==> config.mk <==
export PLATFORM = sky130hd
export DESIGN_NAME = mem_port_arbiter
export DESIGN_NICKNAME = d
export VERILOG_FILES = /design/src/rtl/mem_port_arbiter.sv
export SDC_FILE = /design/constraint.sdc
export NUM_CORES = 1
export LEC_CHECK = 0
export ABC_CLOCK_PERIOD_IN_PS = 2300
export CAP_MARGIN = 10
export CORE_MARGIN = 10
export CORE_UTILIZATION = 26
export DETAILED_ROUTE_END_ITERATION = 10
export PLACE_DENSITY = 0.83
export REMOVE_ABC_BUFFERS = 1
export SETUP_SLACK_MARGIN = 0.02
export SLEW_MARGIN = 10
export SYNTH_ARGS = -nofsm -noshare
export SYNTH_HDL_FRONTEND = slang
export SYNTH_SLANG_ARGS = --single-unit
==> constraint.sdc <==
create_clock -name clk -period 2.3 [get_ports clk]
set_input_delay 0.345 -clock clk [delete_from_list [all_inputs] [get_ports clk]]
set_output_delay 0.345 -clock clk [all_outputs]
set_load 0.05 [all_outputs]
==> src/rtl/mem_port_arbiter.sv <==
// mem_port_arbiter: round-robin N:1 memory request arbiter with a grant-ID FIFO
// that routes in-order responses back to the requesting channel.
module mem_port_arbiter #(
    parameter int NUM_CH = 2,
    parameter int ADDR_W = 32,
    parameter int DATA_W = 32,
    parameter int DEPTH  = 4
) (
    input  logic                      clk,
    input  logic                      reset,
    input  logic [NUM_CH-1:0]         ch_req_valid,
    input  logic [NUM_CH*ADDR_W-1:0]  ch_req_addr,
    input  logic [NUM_CH*DATA_W-1:0]  ch_req_data,
    input  logic [NUM_CH*2-1:0]       ch_req_fcn,
    input  logic [NUM_CH*3-1:0]       ch_req_typ,
    output logic [NUM_CH-1:0]         ch_req_ready,
    output logic [NUM_CH-1:0]         ch_res_valid,
    output logic [DATA_W-1:0]         ch_res_data,
    output logic                      mem_req_valid,
    output logic [ADDR_W-1:0]         mem_req_addr,
    output logic [DATA_W-1:0]         mem_req_data,
    output logic [1:0]                mem_req_fcn,
    output logic [2:0]                mem_req_typ,
    input  logic                      mem_req_ready,
    input  logic                      mem_res_valid,
    input  logic [DATA_W-1:0]         mem_res_data,
    output logic [$clog2(DEPTH):0]    outstanding,
    output logic                      err_unexpected_res
);
    localparam int IW = NUM_CH > 1 ? $clog2(NUM_CH) : 1;
    localparam int PW = $clog2(DEPTH);
    localparam logic [IW:0] NC = (IW+1)'(NUM_CH);
    localparam logic [IW:0] ONE_I = (IW+1)'(1);
    localparam logic [PW:0] FULL = (PW+1)'(DEPTH);
    localparam logic [PW:0] ONE_C = (PW+1)'(1);

    logic [IW-1:0] rr_q, rr_d, hold_q, sel, off;
    logic [IW:0] sum, nxt;
    logic [2*NUM_CH-1:0] rot;
    logic lock_q, lock_d, err_q, full, empty, accept, pop;
    logic [PW:0] cnt_q, cnt_d;
    logic [PW-1:0] wr_q, rd_q;
    logic [IW-1:0] ids_q [DEPTH];

    // rotate valids so bit k is channel (rr+k) mod NUM_CH, then take the lowest set bit
    assign rot = {ch_req_valid, ch_req_valid} >> rr_q;
    always_comb begin
        off = '0;
        for (int k = NUM_CH - 1; k >= 0; k--) off = rot[k] ? IW'(k) : off;
    end
    assign sum = {1'b0, rr_q} + {1'b0, off};
    assign sel = lock_q ? hold_q : (sum >= NC ? IW'(sum - NC) : sum[IW-1:0]);
    assign nxt = {1'b0, sel} + ONE_I;

    assign full = cnt_q == FULL;
    assign empty = cnt_q == '0;
    assign mem_req_valid = !reset && (|ch_req_valid || lock_q) && !full;
    assign accept = mem_req_valid && mem_req_ready;
    assign pop = !reset && mem_res_valid && !empty;
    assign outstanding = cnt_q;
    assign err_unexpected_res = err_q;
    assign ch_res_data = mem_res_data;

    always_comb begin
        mem_req_addr = '0;
        mem_req_data = '0;
        mem_req_fcn = '0;
        mem_req_typ = '0;
        ch_req_ready = '0;
        ch_res_valid = '0;
        for (int i = 0; i < NUM_CH; i++) begin
            if (sel == IW'(i)) begin
                mem_req_addr = ch_req_addr[i*ADDR_W +: ADDR_W];
                mem_req_data = ch_req_data[i*DATA_W +: DATA_W];
                mem_req_fcn = ch_req_fcn[i*2 +: 2];
                mem_req_typ = ch_req_typ[i*3 +: 3];
                ch_req_ready[i] = accept;
            end
            ch_res_valid[i] = pop && ids_q[rd_q] == IW'(i);
        end
    end

    assign rr_d = accept ? (nxt == NC ? '0 : nxt[IW-1:0]) : rr_q;
    assign lock_d = (mem_req_valid && !mem_req_ready) ? 1'b1 : (accept ? 1'b0 : lock_q);
    assign cnt_d = (accept && !pop) ? cnt_q + ONE_C : ((pop && !accept) ? cnt_q - ONE_C : cnt_q);

    always_ff @(posedge clk or posedge reset) begin
        if (reset) begin
            rr_q <= '0;
            hold_q <= '0;
            lock_q <= 1'b0;
            cnt_q <= '0;
            wr_q <= '0;
            rd_q <= '0;
            err_q <= 1'b0;
        end else begin
            rr_q <= rr_d;
            hold_q <= sel;
            lock_q <= lock_d;
            cnt_q <= cnt_d;
            wr_q <= accept ? wr_q + PW'(1) : wr_q;
            rd_q <= pop ? rd_q + PW'(1) : rd_q;
            err_q <= err_q || (mem_res_valid && empty);
        end
    end

    always_ff @(posedge clk) begin
        if (accept) ids_q[wr_q] <= sel;
    end
endmodule

==> summary.md <==
| Metric | Value |
|---|---|
| Critical Path End Type | output port |
| Worst EP required | around 2000 ps |
| CTS Buf Count | 3 |
| # setup viols final | 0 |
| Initial antenna violation count | 0 |
| Status | completed |
| Slowest CP cell | dfrtp_1 |
| H-tree levels | 1 |
| Syn avg cell area | 12.61 µm² |
| I/O pins | ~290 |
| HP Start | err_unexpected_res |
| RSZ-0062 raised after global routing | true |
| Post-DP HPWL | around 10,000 µm |
| Hold Path Sink | err_unexpected_res |
| R2r endpoint | outstanding[2] |
| Worst skew pair latency | approximately 250 ps |
| Gpl congestion | between 0.8 and 0.9 |
| Fin crit period | 2240 ps |
| CP cell instances | a21oi_4, o31a_4, buf_12, buf_8, mux2_4, buf_12 |
| Leakage Power | about 2.2 nW |
| Ys flop type | dfrtp_1 |
| First-pass GRT wire length | roughly 17,000 µm |
| R2r worst-path depth | 11 |
| Share of the synthesized area in the top cell type | between 40% and 50% |
| Post-synth top area cell | mux2_4 |
| Register area share after synthesis | ~18% |
| Fill cells | 691 |
| Routed vias/inst | roughly 4.4 |
| Setup Skew | about 4.1 ps |
| Clock transition at path regs | roughly 60 ps |
| Unique cell type count in the Yosys netlist | 28 |
| Ys Warns | 0 |
| CTS Root Cell | clkbuf_8 |
| Crit-path max cell delay | about 410 ps |
| Die X | approximately 110 µm |
| P per Cell Area | 1346 mW/mm² |
| CTS tree | yes |
| Worst r2r src | lock_q |
| GRT overflow | 0 |
| DRT Wirelength | 11,690 µm |
| Top post-synthesis cells by area | mux2_4, dfrtp_1, buf_4 |
| Via count | between 2k and 2.5k |
| Final Net Count | ~560 |
| Sequential Area | 397.9 µm² |
| Hold Crit Class | register to register |
| Cell Area, Placed | around 0.0043 mm² |
| Rel. slew slack | 65.99% |
| Placed cell count | roughly 480 |
| Cell area after layout | 0.004668 mm² |
| IO buf count | 221 |
| CTS Buffer Depth | 2 |
| Hold path depth | 1 |
| Final hold slack | roughly 480 ps |
| Peak VDD IR | ~0.00074 V |
| Post-route ant nets | 0 |
| Die area | 0.01240 mm² |
| Final Hold Viols | 0 |
| Crit path top cell by count | buf_12 |
| Layout cells sized above 1 | 48.56% |
| First drt pass iteration count | 4 |
| Sum of negative setup slack | 0 ps |
| Row Count | 33 |
| Largest net degree at the start of global routing | 15 |
| Mapped Area | between 0.002 and 0.0025 mm² |
| Overall Global Routing Usage | between 15 and 20% |
| Critical path launch point type | register |
| Fin. max-slew vios | 0 |
| Maximum fanout along the worst path | 6 |
| Crit path DAT | around 1900 ps |
| DRC | 0 |
| Synth-to-Final Area Change | 115.2% |
| Commonest non-fill, non-tap cell in the layout | clkdlybuf4s50_1 |
| Post-synth EDFFs | 4 |
| Setup CP Type | register to output port |
| CP top delay family | compound AO/OA/AOI/OAI gates |
| Worst path buffer plus inverter count | 3 |
| #FFs+latches synth | 15 |
| Most frequent cells in the layout | clkdlybuf4s50_1, mux2_4, buf_4, buf_12, buf_6 |
| Final Power | about 6.3 mW |
| Final period utilization | 97.39% |
| Asr flop ratio synth | between 70 and 80% |
| Area of the multi-input gates | 0.001395 mm² |
| Initial DRC Count | 66 |
| Number of diodes | 0 |
| Die Ht | 111.4 µm |
| Vias in the first global route | roughly 2.5k |
| TritonCTS Sinks | 15 |
| Routed length per instance | between 20 and 25 µm |
| Initial core utilization | 26.54% |
| Gate Count Post-Synth | between 150 and 200 |
| Max Clock Freq | between 400 and 500 MHz |
| Flop-to-flop setup slack | 180 ps |
| Layout Cells excl Fill | 486 |
| Core ar. | about 0.0082 mm² |
| Slew of the pin with the lowest slew margin | 508.6 ps |
| Max Cap Viol | 0 |
==> sequential cells by signal (all words and copies together) (netlist names) <==
| name | flops |
|---|---|
| ids_q | 4 |
| outstanding | 3 |
| rd_q | 2 |
| wr_q | 2 |
| err_unexpected_res | 1 |
| hold_q | 1 |
| lock_q | 1 |
| rr_q | 1 |
==> cell usage after synthesis (all sizes together) (2+ instances only) <==
library cell,instances
xnor2,4
nand2,3
mux2,72
and3,3
dfrtp,11
buf,40
inv,8
a21oi,2
xor2,2
nor3,2
edfxtp,4
nor2,8
ha,5
==> power breakdown <==
| part | switching, mW | leakage (nW) | internal, mW |
|---|---|---|---|
| clock network | 0.0952 | 0.0255 | 0.120 |
| logic | 2.91 | 1.99 | 2.65 |
| registers | 0.114 | 0.160 | 0.394 |
==> per-stage QoR <==
stage	setup WS, ps	utilization [%]
detailed placement	-219.1	53.15
floorplan	-2502	-
CTS	22.07	56.98
finish	60.07	57.10
global route	2.026	57.10
global placement	-161.1	53.15
==> layout make-up <==
type                    count  share of cell area, %
clock buffers               3                 0.8845
clock inverters             1                 0.1072
inverters                   8                 0.6433
multi-input cells         110                  29.88
flip-flops and latches     15                  8.523
well taps                 105                  2.814
repair buffers            244                  57.14
==> timing repair <==
item	4_1_cts	5_1_grt
buffers inserted	3	0
endpoints found under the hold margin	0	0
endpoints found under the setup margin	70	28
hold buffers	0	0
cloned	4	0
gates resized for setup	38	10
pin swaps	3	1
==> kinds of logic after synthesis <==
group / share of synthesized area, %
adders and majority gates: 3.806
DFF: 18.22
buffers and inverters: 19.20
muxes: 50.17
xor gates and xnor gates: 2.422
AOI/OAI and AO/OA: 1.788
and+or+nand+nor: 4.384
==> routing by layer <==
layer | global-route usage (%) | vias to the layer above | wire (µm)
li1 | - | 986 | -
met4 | 2.999 | 2 | 160
met5 | 4.314 | - | 56
met2 | 30.17 | 152 | 5967
met1 | 17.24 | 993 | 4086
met3 | 10.68 | 11 | 1418
==> worst max-delay path by stage <==
stage / start / end / slack [ps] / cells after the start
final: rr_q / mem_req_addr[14] / 60 / 6
after floorplan: ch_req_valid[0] / ch_req_ready[0] / -2500 / 5
after CTS: ch_req_valid[0] / mem_req_data[16] / 20 / 8
after global placement: ch_req_valid[1] / outstanding[2] / -160 / 12
after detailed placement: ch_req_valid[1] / outstanding[2] / -220 / 12
after global routing: outstanding[0] / outstanding[2] / 2 / 10
Power figures use the tool's default switching activity.
